<file path="src/rtl/channel.sv">
// channel: single-slot clocked CSP channel carrying one WIDTH-bit token from a
// sender to a receiver over bundled-data handshakes (four-phase or two-phase).
module channel #(
  parameter int WIDTH       = 64,
  parameter int HS_PROTOCOL = 0
) (
  input  logic             clk,
  input  logic             rst,
  input  logic             s_req,
  input  logic [WIDTH-1:0] s_data,
  output logic             s_ack,
  output logic             r_req,
  output logic [WIDTH-1:0] r_data,
  input  logic             r_ack,
  output logic             full,
  output logic [15:0]      xfer_cnt,
  output logic             proto_err
);

  localparam bit TWO_PHASE = (HS_PROTOCOL == 1);

  typedef enum logic {SND_IDLE, SND_ACKED} snd_state_e;
  typedef enum logic [1:0] {RCV_IDLE, RCV_OFFER, RCV_RELEASE} rcv_state_e;

  snd_state_e       snd_state_q, snd_state_d;
  rcv_state_e       rcv_state_q, rcv_state_d;
  logic             s_ack_q, s_ack_d;
  logic             r_req_q, r_req_d;
  logic [WIDTH-1:0] data_q, data_d;
  logic             full_q, full_d;
  logic [15:0]      cnt_q, cnt_d;
  logic             err_q, err_d;
  logic             pend_q, pend_d;
  logic             full_set, full_clr, snd_err, rcv_err;

  // Sender side: capture a pending request into the buffer only when it is empty.
  always_comb begin
    snd_state_d = snd_state_q;
    s_ack_d     = s_ack_q;
    data_d      = data_q;
    pend_d      = pend_q;
    full_set    = 1'b0;
    snd_err     = 1'b0;
    if (TWO_PHASE) begin
      snd_state_d = SND_IDLE;
      pend_d      = 1'b0;
      if ((s_req != s_ack_q) && !full_q) begin
        s_ack_d  = ~s_ack_q;
        data_d   = s_data;
        full_set = 1'b1;
      end
    end else begin
      case (snd_state_q)
        SND_IDLE: begin
          if (s_req) begin
            if (!full_q) begin
              data_d      = s_data;
              s_ack_d     = 1'b1;
              full_set    = 1'b1;
              pend_d      = 1'b0;
              snd_state_d = SND_ACKED;
            end else begin
              pend_d = 1'b1;
            end
          end else begin
            if (pend_q) snd_err = 1'b1;
            pend_d = 1'b0;
          end
        end
        SND_ACKED: begin
          if (!s_req) begin
            s_ack_d     = 1'b0;
            snd_state_d = SND_IDLE;
          end
        end
        default: snd_state_d = SND_IDLE;
      endcase
    end
  end

  // Receiver side: offer the buffered token and retire it on acknowledge.
  always_comb begin
    rcv_state_d = rcv_state_q;
    r_req_d     = r_req_q;
    cnt_d       = cnt_q;
    full_clr    = 1'b0;
    rcv_err     = 1'b0;
    if (TWO_PHASE) begin
      case (rcv_state_q)
        RCV_IDLE: begin
          if (r_ack != r_req_q) rcv_err = 1'b1;
          if (full_q) begin
            r_req_d     = ~r_req_q;
            rcv_state_d = RCV_OFFER;
          end
        end
        RCV_OFFER: begin
          if (r_ack == r_req_q) begin
            full_clr    = 1'b1;
            cnt_d       = cnt_q + 16'd1;
            rcv_state_d = RCV_IDLE;
          end
        end
        default: rcv_state_d = RCV_IDLE;
      endcase
    end else begin
      case (rcv_state_q)
        RCV_IDLE: begin
          if (r_ack) rcv_err = 1'b1;
          if (full_q) begin
            r_req_d     = 1'b1;
            rcv_state_d = RCV_OFFER;
          end
        end
        RCV_OFFER: begin
          if (r_ack) begin
            r_req_d     = 1'b0;
            full_clr    = 1'b1;
            cnt_d       = cnt_q + 16'd1;
            rcv_state_d = RCV_RELEASE;
          end
        end
        RCV_RELEASE: begin
          if (!r_ack) rcv_state_d = RCV_IDLE;
        end
        default: rcv_state_d = RCV_IDLE;
      endcase
    end
  end

  // Buffer occupancy and sticky error; set and clear can never coincide.
  always_comb begin
    full_d = full_q;
    if (full_set) full_d = 1'b1;
    else if (full_clr) full_d = 1'b0;
    err_d = err_q | snd_err | rcv_err;
  end

  // State and output registers with synchronous reset.
  always_ff @(posedge clk) begin
    if (rst) begin
      snd_state_q <= SND_IDLE;
      rcv_state_q <= RCV_IDLE;
      s_ack_q     <= 1'b0;
      r_req_q     <= 1'b0;
      data_q      <= '0;
      full_q      <= 1'b0;
      cnt_q       <= 16'd0;
      err_q       <= 1'b0;
      pend_q      <= 1'b0;
    end else begin
      snd_state_q <= snd_state_d;
      rcv_state_q <= rcv_state_d;
      s_ack_q     <= s_ack_d;
      r_req_q     <= r_req_d;
      data_q      <= data_d;
      full_q      <= full_d;
      cnt_q       <= cnt_d;
      err_q       <= err_d;
      pend_q      <= pend_d;
    end
  end

  assign s_ack     = s_ack_q;
  assign r_req     = r_req_q;
  assign r_data    = data_q;
  assign full      = full_q;
  assign xfer_cnt  = cnt_q;
  assign proto_err = err_q;

endmodule

</file>
<file path="config.mk">
export PLATFORM = sky130hd
export DESIGN_NAME = channel
export DESIGN_NICKNAME = d
export VERILOG_FILES = /design/src/rtl/channel.sv
export SDC_FILE = /design/constraint.sdc
export NUM_CORES = 1
export LEC_CHECK = 0
export ABC_AREA = 1
export CAP_MARGIN = 20
export CELL_PAD_IN_SITES_DETAIL_PLACEMENT = 0
export CELL_PAD_IN_SITES_GLOBAL_PLACEMENT = 1
export CORE_MARGIN = 5
export CORE_UTILIZATION = 27
export DETAILED_ROUTE_END_ITERATION = 10
export GPL_TIMING_DRIVEN = 1
export HOLD_SLACK_MARGIN = 0.02
export PLACE_DENSITY_LB_ADDON = 0.1
export SLEW_MARGIN = 20
export SYNTH_ARGS = -nofsm -noshare
export SYNTH_HDL_FRONTEND = slang
export SYNTH_SLANG_ARGS = --single-unit
</file>
<file path="constraint.sdc">
create_clock -name clk -period 1.2 [get_ports clk]
set_input_delay 0.24 -clock clk [delete_from_list [all_inputs] [get_ports clk]]
set_output_delay 0.24 -clock clk [all_outputs]
set_load 0.01 [all_outputs]
</file>
==> results of run 1 <==
## logic make-up after synthesis
family,share of synthesized area
AOI/OAI and AO/OA,0.128
adders and majority gates,0.00358
buffers and inverters,0.0833
DFF,0.504
and+or+nand+nor,0.282
## cells in the final DEF, fill, tap and decap left out, types with 3 or more instances in the layout
cell type,netlist,routed
nor2_1,117,107
buf_6,6,10
dlygate4sd2_1,0,4
clkbuf_2,0,36
o21ai_0,51,36
a21oi_1,12,12
buf_12,0,9
clkdlybuf4s15_1,0,28
nand3_2,0,7
buf_4,0,22
clkbuf_16,0,13
dfxtp_4,0,6
clkdlybuf4s50_1,0,65
nor2_2,39,46
nand3_1,15,8
clkdlybuf4s15_2,0,12
o21ai_1,21,23
inv_2,2,3
nand2_1,35,34
dfxtp_2,0,13
buf_2,5,4
nand2_2,2,3
dfxtp_1,88,69
inv_1,20,18
nor2_4,2,5
o21ai_2,1,14
## synthesized netlist by cell type
master / instances / area [um2]
o21ai_0: 51 / 255
a21oi_1: 12 / 60.1
nor3b_1: 2 / 15.0
nand3b_1: 1 / 7.51
buf_6: 6 / 67.6
buf_2: 5 / 25.0
nand4_1: 2 / 12.5
a21oi_2: 2 / 17.5
o21ai_2: 1 / 8.76
nor3_1: 2 / 10.0
nand3_1: 15 / 75.1
o21ai_1: 21 / 105
nor2_1: 117 / 439
inv_2: 2 / 7.51
ha_1: 1 / 12.5
nand2_2: 2 / 12.5
nor2_2: 39 / 244
dfxtp_1: 88 / 1760
inv_1: 20 / 75.1
clkbuf_1: 7 / 26.3
and2_1: 1 / 6.26
buf_8: 6 / 90.1
nor2_4: 2 / 22.5
nor3_2: 1 / 10.0
nand2_1: 35 / 131
## critical path: cells and delay by family (launching register included)
| kind | cells | cell delay (ns) |
|---|---|---|
| buffers and inverters | 1 | 0.11 |
| and+or+nand+nor | 6 | 0.67 |
| DFF | 1 | 0.37 |
## routing by layer
layer	track usage	up-vias	part of all wire	routed length, um
met5	0	-	0	0
met2	0.251	90	0.51	5940
met4	0.0547	0	0.014	164
met1	0.172	1632	0.40	4740
met3	0.0577	11	0.076	888
li1	-	1784	-	-
## power breakdown
part	internal, W	total, W	switching (W)
combinational	0.000770	0.00148	0.000713
clock	0.00172	0.00285	0.00112
sequential	0.00314	0.00328	0.000133
## final cells by class
cell class / count / area, um2 / area share
inverter: 22 / 85.1 / 0.0144
timing repair buffer: 196 / 1910 / 0.324
tap: 172 / 215 / 0.0364
clock inverter: 3 / 40.0 / 0.00677
clock buffer: 13 / 260 / 0.0440
sequential: 88 / 1800 / 0.305
multi-input combinational: 307 / 1600 / 0.270
## worst min path at each step
stage                    startpoint                endpoint  cells after the start
4_1_cts                       s_req  snd_state_q$_SDFF_PP0_                      3
3_5_place_dp   proto_err$_SDFF_PP0_    proto_err$_SDFF_PP0_                      2
6_report                      s_req  snd_state_q$_SDFF_PP0_                      3
3_3_place_gp     r_req$_SDFFE_PP0P_      r_req$_SDFFE_PP0P_                      2
2_1_floorplan             s_data[0]  r_data[0]$_SDFFE_PP0P_                      2
5_1_grt                       s_req  snd_state_q$_SDFF_PP0_                      3
## timing repair
item                                    CTS  global route
gates resized for setup                 197           119
cloned                                    4             5
buffers inserted                          8             6
pin swaps                                 7            24
endpoints found under the setup margin  155           133
## metrics by stage
stage	utilization	setup slack, ns	power, W
finish	0.466	-0.0514	0.00761
global route	0.466	-0.121	0.00800
CTS	0.462	-0.0553	0.00768
detailed placement	0.419	-0.418	0.00473
global placement	0.419	-0.395	0.00473
floorplan	-	0.0108	0.00393
==> flow_summary_export.csv, run 1 <==
group,metric,value,unit
hold_path,min_path_type,"in -> reg",
synth,ys_seq_area_frac,0.504,
clock_network,cts_buffer_depth,2,
worst_setup_path,slowest_stage,"dfxtp_4",
floorplanning,die_w,124,um
worst_setup_path,ff2ff_setup_slack,-0.05,ns
sta,fmax,799,MHz
worst_setup_path,cp.required,1.43,ns
final_layout,n_antenna_cell,0,
global_routing,track_usage,0.149,
worst_setup_path,r2r_start,"xfer_cnt[1]$_SDFFE_PP0P_",
synth,synth.distinct_cells,25,
worst_setup_path,cp_cell_sequence,"buf_6 -> nand2_2 -> nor2_2 -> nand2_2 -> nor2_4 -> and2_1 -> nor2_1",
route,first_pass_iters,4,
synth,synth_area,0.00350,mm2
final_layout,drive_gt1_frac,0.343,
final_layout,fin_nets,693,
placed_design,place_inst,765,
final_layout,syn2layout_area_growth,69.0,%
route,drt-initial-drc-count,131,
outcome,violations,"negative setup slack",
worst_setup_path,path_max_fanout,7,
sta,slew_viol_final,0,
sta,relSlewSlack,0.789,
sta,fin_hold_ws,0.354,ns
worst_setup_path,r2r-end,"xfer_cnt[9]$_SDFFE_PP0P_",
final_layout,final_cell_area,0.00591,mm2
final_layout,largest_register_ffs,64,
global_routing,grt_pass1_wl,17600,um
route,routedWlPerCell,14.7,um
worst_setup_path,crit_end,"xfer_cnt[9]$_SDFFE_PP0P_",
pwr,ir_drop,0.650,mV
worst_setup_path,critPathLaunch,"xfer_cnt[1]$_SDFFE_PP0P_",
pwr,p_leak,2.46,nW
floorplanning,coreArea,0.0127,mm2
floorplanning,start_util,0.276,
sta,tns,-0.312,ns
route,routed-via-count,3517,
synth,synth_fp_nets,510,
worst_setup_path,critical_path_class,"reg -> reg",
clock_network,clkLatencyLatePin,0.34,ns
global_routing,overflow,0,
worst_setup_path,end_kind,"flop",
worst_setup_path,cp.arrival,1.48,ns
clock_network,cts_hold_buf,0,
sta,fin_crit_sh,1.04,
floorplanning,dieArea,0.0153,mm2
sta,hold_viol,0,
floorplanning,io_pins,152,
synth,avgSynthCellArea,7.93,um2
worst_setup_path,r2r_cells,7,
global_routing,grt_pass1_vias,3505,
placed_design,gp_congestion,0.763,
clock_network,clk_pin_slew,0.06,ns
sta,worstMarginPinSlew,0.314,ns
global_routing,antenna_found_initial,0,
route,vias_per_cell,4.39,
placed_design,placed_area,0.00531,mm2
clock_network,cts-root-buf,"clkbuf_16",
final_layout,n_fill_cell,1264,
sta,timing.final.ws_setup,-0.0514,ns
worst_setup_path,max_stage_delay,0.37,ns
sta,skew,0.00630,ns
worst_setup_path,cpMostUsedCell,"nand2_2",
route,drc_errors,0,
clock_network,h-tree-depth,3,
placed_design,hpwl,7540,um
clock_network,cts_tree,"built",
clock_network,numCtsBuffers,9,
sta,period_minus_slack,1.25,ns
synth,ys_ff_latch,88,
outcome,status,"complete, but fails checks",
sta,rsz0062_at_grt,"yes",
synth,yosys_warnings,0,
pwr,power.density,1290,mW/mm2
sta,finalSetupViolCount,18,
clock_network,clock-sinks,88,
route,postRouteWirelength,11700,um
synth,synth_cells,441,
placed_design,portBuffers,151,
final_layout,instances_no_fill,801,
job,max-cap-violations,0,
global_routing,grt_max_degree,34,
worst_setup_path,cp-start-kind,"flop",
floorplanning,die_h,124,um
route,drtAntennaViolNets,0,
floorplanning,fp-row-count,41,
No activity file was read; power rests on OpenSTA's default activity.
==> inputs of run 2 (changes only) <==
- GPL_TIMING_DRIVEN: 1 -> unset
- REMOVE_ABC_BUFFERS: unset -> 1
==> run 2 against run 1 <==
  * Clock-buffer cell count is the same
  * Global-route usage grew 0.70 points
  * Utilization is the same
  * Via count shrank 0.34%
  * The flow still finishes with violations (negative setup slack)
  * Sequential share of layout area grew 0.11 points
  * Fmax shrank 4.2%
  * Critical path depth is the same
  * First-iteration DRC count shrank 11%
  * Hold slack lost 0.047 ns
  * Clock skew is essentially flat
  * Largest power group unchanged
  * Largest cell class unchanged
  * Total power shrank 1.9%
  * Clock power shrank 8.1%
==> flow_summary_export.csv, run 2 (synthesis gave the netlist of run 1 again) <==
group,metric,value,unit
worst_setup_path,cp_num_buf_inv,4,
sta,relSlewSlack,0.782,
final_layout,final_cell_mix,"nor2_1 (98), clkdlybuf4s50_1 (65), dfxtp_1 (64)",
floorplanning,coreArea,0.0127,mm2
worst_setup_path,r2r_cells,7,
hold_path,min_path_type,"in -> reg",
sta,skew,0.00612,ns
worst_setup_path,cp.depth,7,
final_layout,n_antenna_cell,0,
clock_network,clock-sinks,88,
route,drt-initial-drc-count,117,
clock_network,cts_buffer_depth,2,
floorplanning,start_util,0.276,
clock_network,clk_pin_slew,0.06,ns
sta,timing.final.ws_setup,-0.107,ns
worst_setup_path,path_max_fanout,10,
sta,rsz0062_at_grt,"yes",
final_layout,largest_register_ffs,64,
final_layout,syn2layout_area_growth,69.0,%
final_layout,multi_input_area,0.00168,mm2
final_layout,fin_nets,696,
global_routing,overflow,0,
clock_network,clkLatencyLatePin,0.34,ns
job,max-cap-violations,0,
worst_setup_path,cp_cell_sequence,"nor3_4 -> buf_6 -> inv_8 -> buf_12 -> buf_12 -> nor2_1 -> nor2_1",
pwr,ir_drop,0.901,mV
outcome,violations,"negative setup slack",
clock_network,cts-root-buf,"clkbuf_16",
placed_design,hpwl,7510,um
pwr,power.density,1260,mW/mm2
worst_setup_path,crit_end,"r_data[43]$_SDFFE_PP0P_",
clock_network,numCtsBuffers,9,
worst_setup_path,slowest_stage,"dfxtp_4",
worst_setup_path,cp-start-kind,"flop",
pwr,p_leak,2.52,nW
route,routed-via-count,3505,
route,vias_per_cell,4.36,
floorplanning,dieArea,0.0153,mm2
worst_setup_path,max_stage_delay,0.36,ns
route,drc_errors,0,
final_layout,instances_no_fill,804,
route,postRouteWirelength,12000,um
clock_network,h-tree-depth,3,
pwr,power.share.switching,0.275,
pwr,combPwrFrac,0.209,
sta,period_minus_slack,1.31,ns
worst_setup_path,cp.required,1.44,ns
clock_network,cts_tree,"built",
floorplanning,fp-row-count,41,
global_routing,grt_max_degree,45,
final_layout,drive_gt1_frac,0.415,
sta,slew_viol_final,0,
outcome,status,"complete, but fails checks",
sta,worstMarginPinSlew,0.324,ns
sta,fin_crit_sh,1.09,
floorplanning,io_pins,152,
global_routing,antenna_found_initial,0,
pwr,p_clk_frac,0.351,
global_routing,grt_pass1_vias,3488,
floorplanning,die_h,124,um
sta,finalSetupViolCount,67,
worst_setup_path,critical_path_class,"reg -> reg",
global_routing,grt_pass1_wl,17900,um
clock_network,cts_hold_buf,0,
global_routing,track_usage,0.156,
final_layout,seq_area,0.00181,mm2
pwr,intPower,0.00541,W
sta,hold_viol,0,
pwr,switchingPower,0.00205,W
worst_setup_path,ff2ff_setup_slack,-0.11,ns
worst_setup_path,critPathTopFamily,"buffers and inverters",
worst_setup_path,r2r-end,"r_data[43]$_SDFFE_PP0P_",
worst_setup_path,r2r_start,"full$_SDFFE_PP0P_",
pwr,p_total,0.00746,W
placed_design,gp_congestion,0.743,
final_layout,n_fill_cell,1282,
sta,fmax,765,MHz
route,first_pass_iters,4,
worst_setup_path,critPathLaunch,"full$_SDFFE_PP0P_",
route,drtAntennaViolNets,0,
worst_setup_path,cp.arrival,1.55,ns
final_layout,layout_commonest_cell,"nor2_1",
placed_design,place_inst,768,
placed_design,portBuffers,151,
floorplanning,die_w,124,um
worst_setup_path,end_kind,"flop",
pwr,power_frac_seq,0.440,
route,routedWlPerCell,14.9,um
-- run 2: changes by cell type in the layout (fill, tap and decap cells not counted), moves of 5 or more --
cell             previous run  this run
clkdlybuf4s15_1            28         4
nor2_1                    107        98
buf_4                      22        27
nor2_4                      5        10
dfxtp_1                    69        64
buf_2                       4        20
clkbuf_2                   36        46
dfxtp_2                    13        18
o21ai_0                    36        30
-- run 2: through the flow --
stage | instance area [um2] | utilization | hold WS [ns] | worst slack [ns] | TNS, ns
floorplan | 3290 | - | 0.302 | -2.33 | -153.25
global placement | 5280 | 0.417 | 0.467 | -0.397 | -29.92
detailed placement | 5280 | 0.417 | 0.465 | -0.447 | -33.11
CTS | 5870 | 0.463 | 0.308 | -0.0957 | -1.39
global route | 5910 | 0.466 | 0.326 | -0.168 | -8.65
finish | 5910 | 0.466 | 0.307 | -0.107 | -3.45
-- run 2: repair_timing --
action / in CTS / in global routing
gates resized for setup: 241 / 168
pin swaps: 11 / 35
setup buffers: 7 / 6
endpoints found under the setup margin: 159 / 151
cloned: 5 / 4
-- run 2: how the worst min path moves through the flow --
stage	slack [ns]	end	cells past startpoint	start
5_1_grt	0.33	snd_state_q$_SDFF_PP0_	3	s_req
3_3_place_gp	0.47	r_req$_SDFFE_PP0P_	2	r_req$_SDFFE_PP0P_
2_1_floorplan	0.30	full$_SDFFE_PP0P_	1	rst
6_report	0.31	xfer_cnt[0]$_SDFFE_PP0P_	3	r_ack
3_5_place_dp	0.46	r_req$_SDFFE_PP0P_	2	r_req$_SDFFE_PP0P_
4_1_cts	0.31	snd_state_q$_SDFF_PP0_	3	s_req
-- run 2: power groups by stage --
stage | logic, W | clock network (W) | registers (W)
after global routing | 0.00170 | 0.00285 | 0.00331
after detailed placement | 0.00140 | 0 | 0.00333
after CTS | 0.00149 | 0.00273 | 0.00327
final | 0.00156 | 0.00262 | 0.00328
after floorplan | 0.000397 | 0 | 0.00342
after global placement | 0.00139 | 0 | 0.00333
-- run 2: area by class of cell --
class / count / area share
inverter: 22 / 0.0157
sequential: 88 / 0.306
timing repair buffer: 199 / 0.312
tap: 172 / 0.0364
multi-input combinational: 307 / 0.285
clock buffer: 13 / 0.0423
clock inverter: 3 / 0.00296
-- run 2: metal layers --
layer,up-vias,track usage,part of all wire
met2,97,0.251,0.49
li1,1790,-,-
met1,1607,0.178,0.40
met4,0,0.0443,0.013
met5,-,0,0
met3,11,0.0881,0.092
-- run 2: worst reg2reg max path: cells and delay by family (launching register included) --
family                 cells  cell delay, ns
DFF                        1            0.36
and+or+nand+nor            3            0.36
buffers and inverters      4            0.48
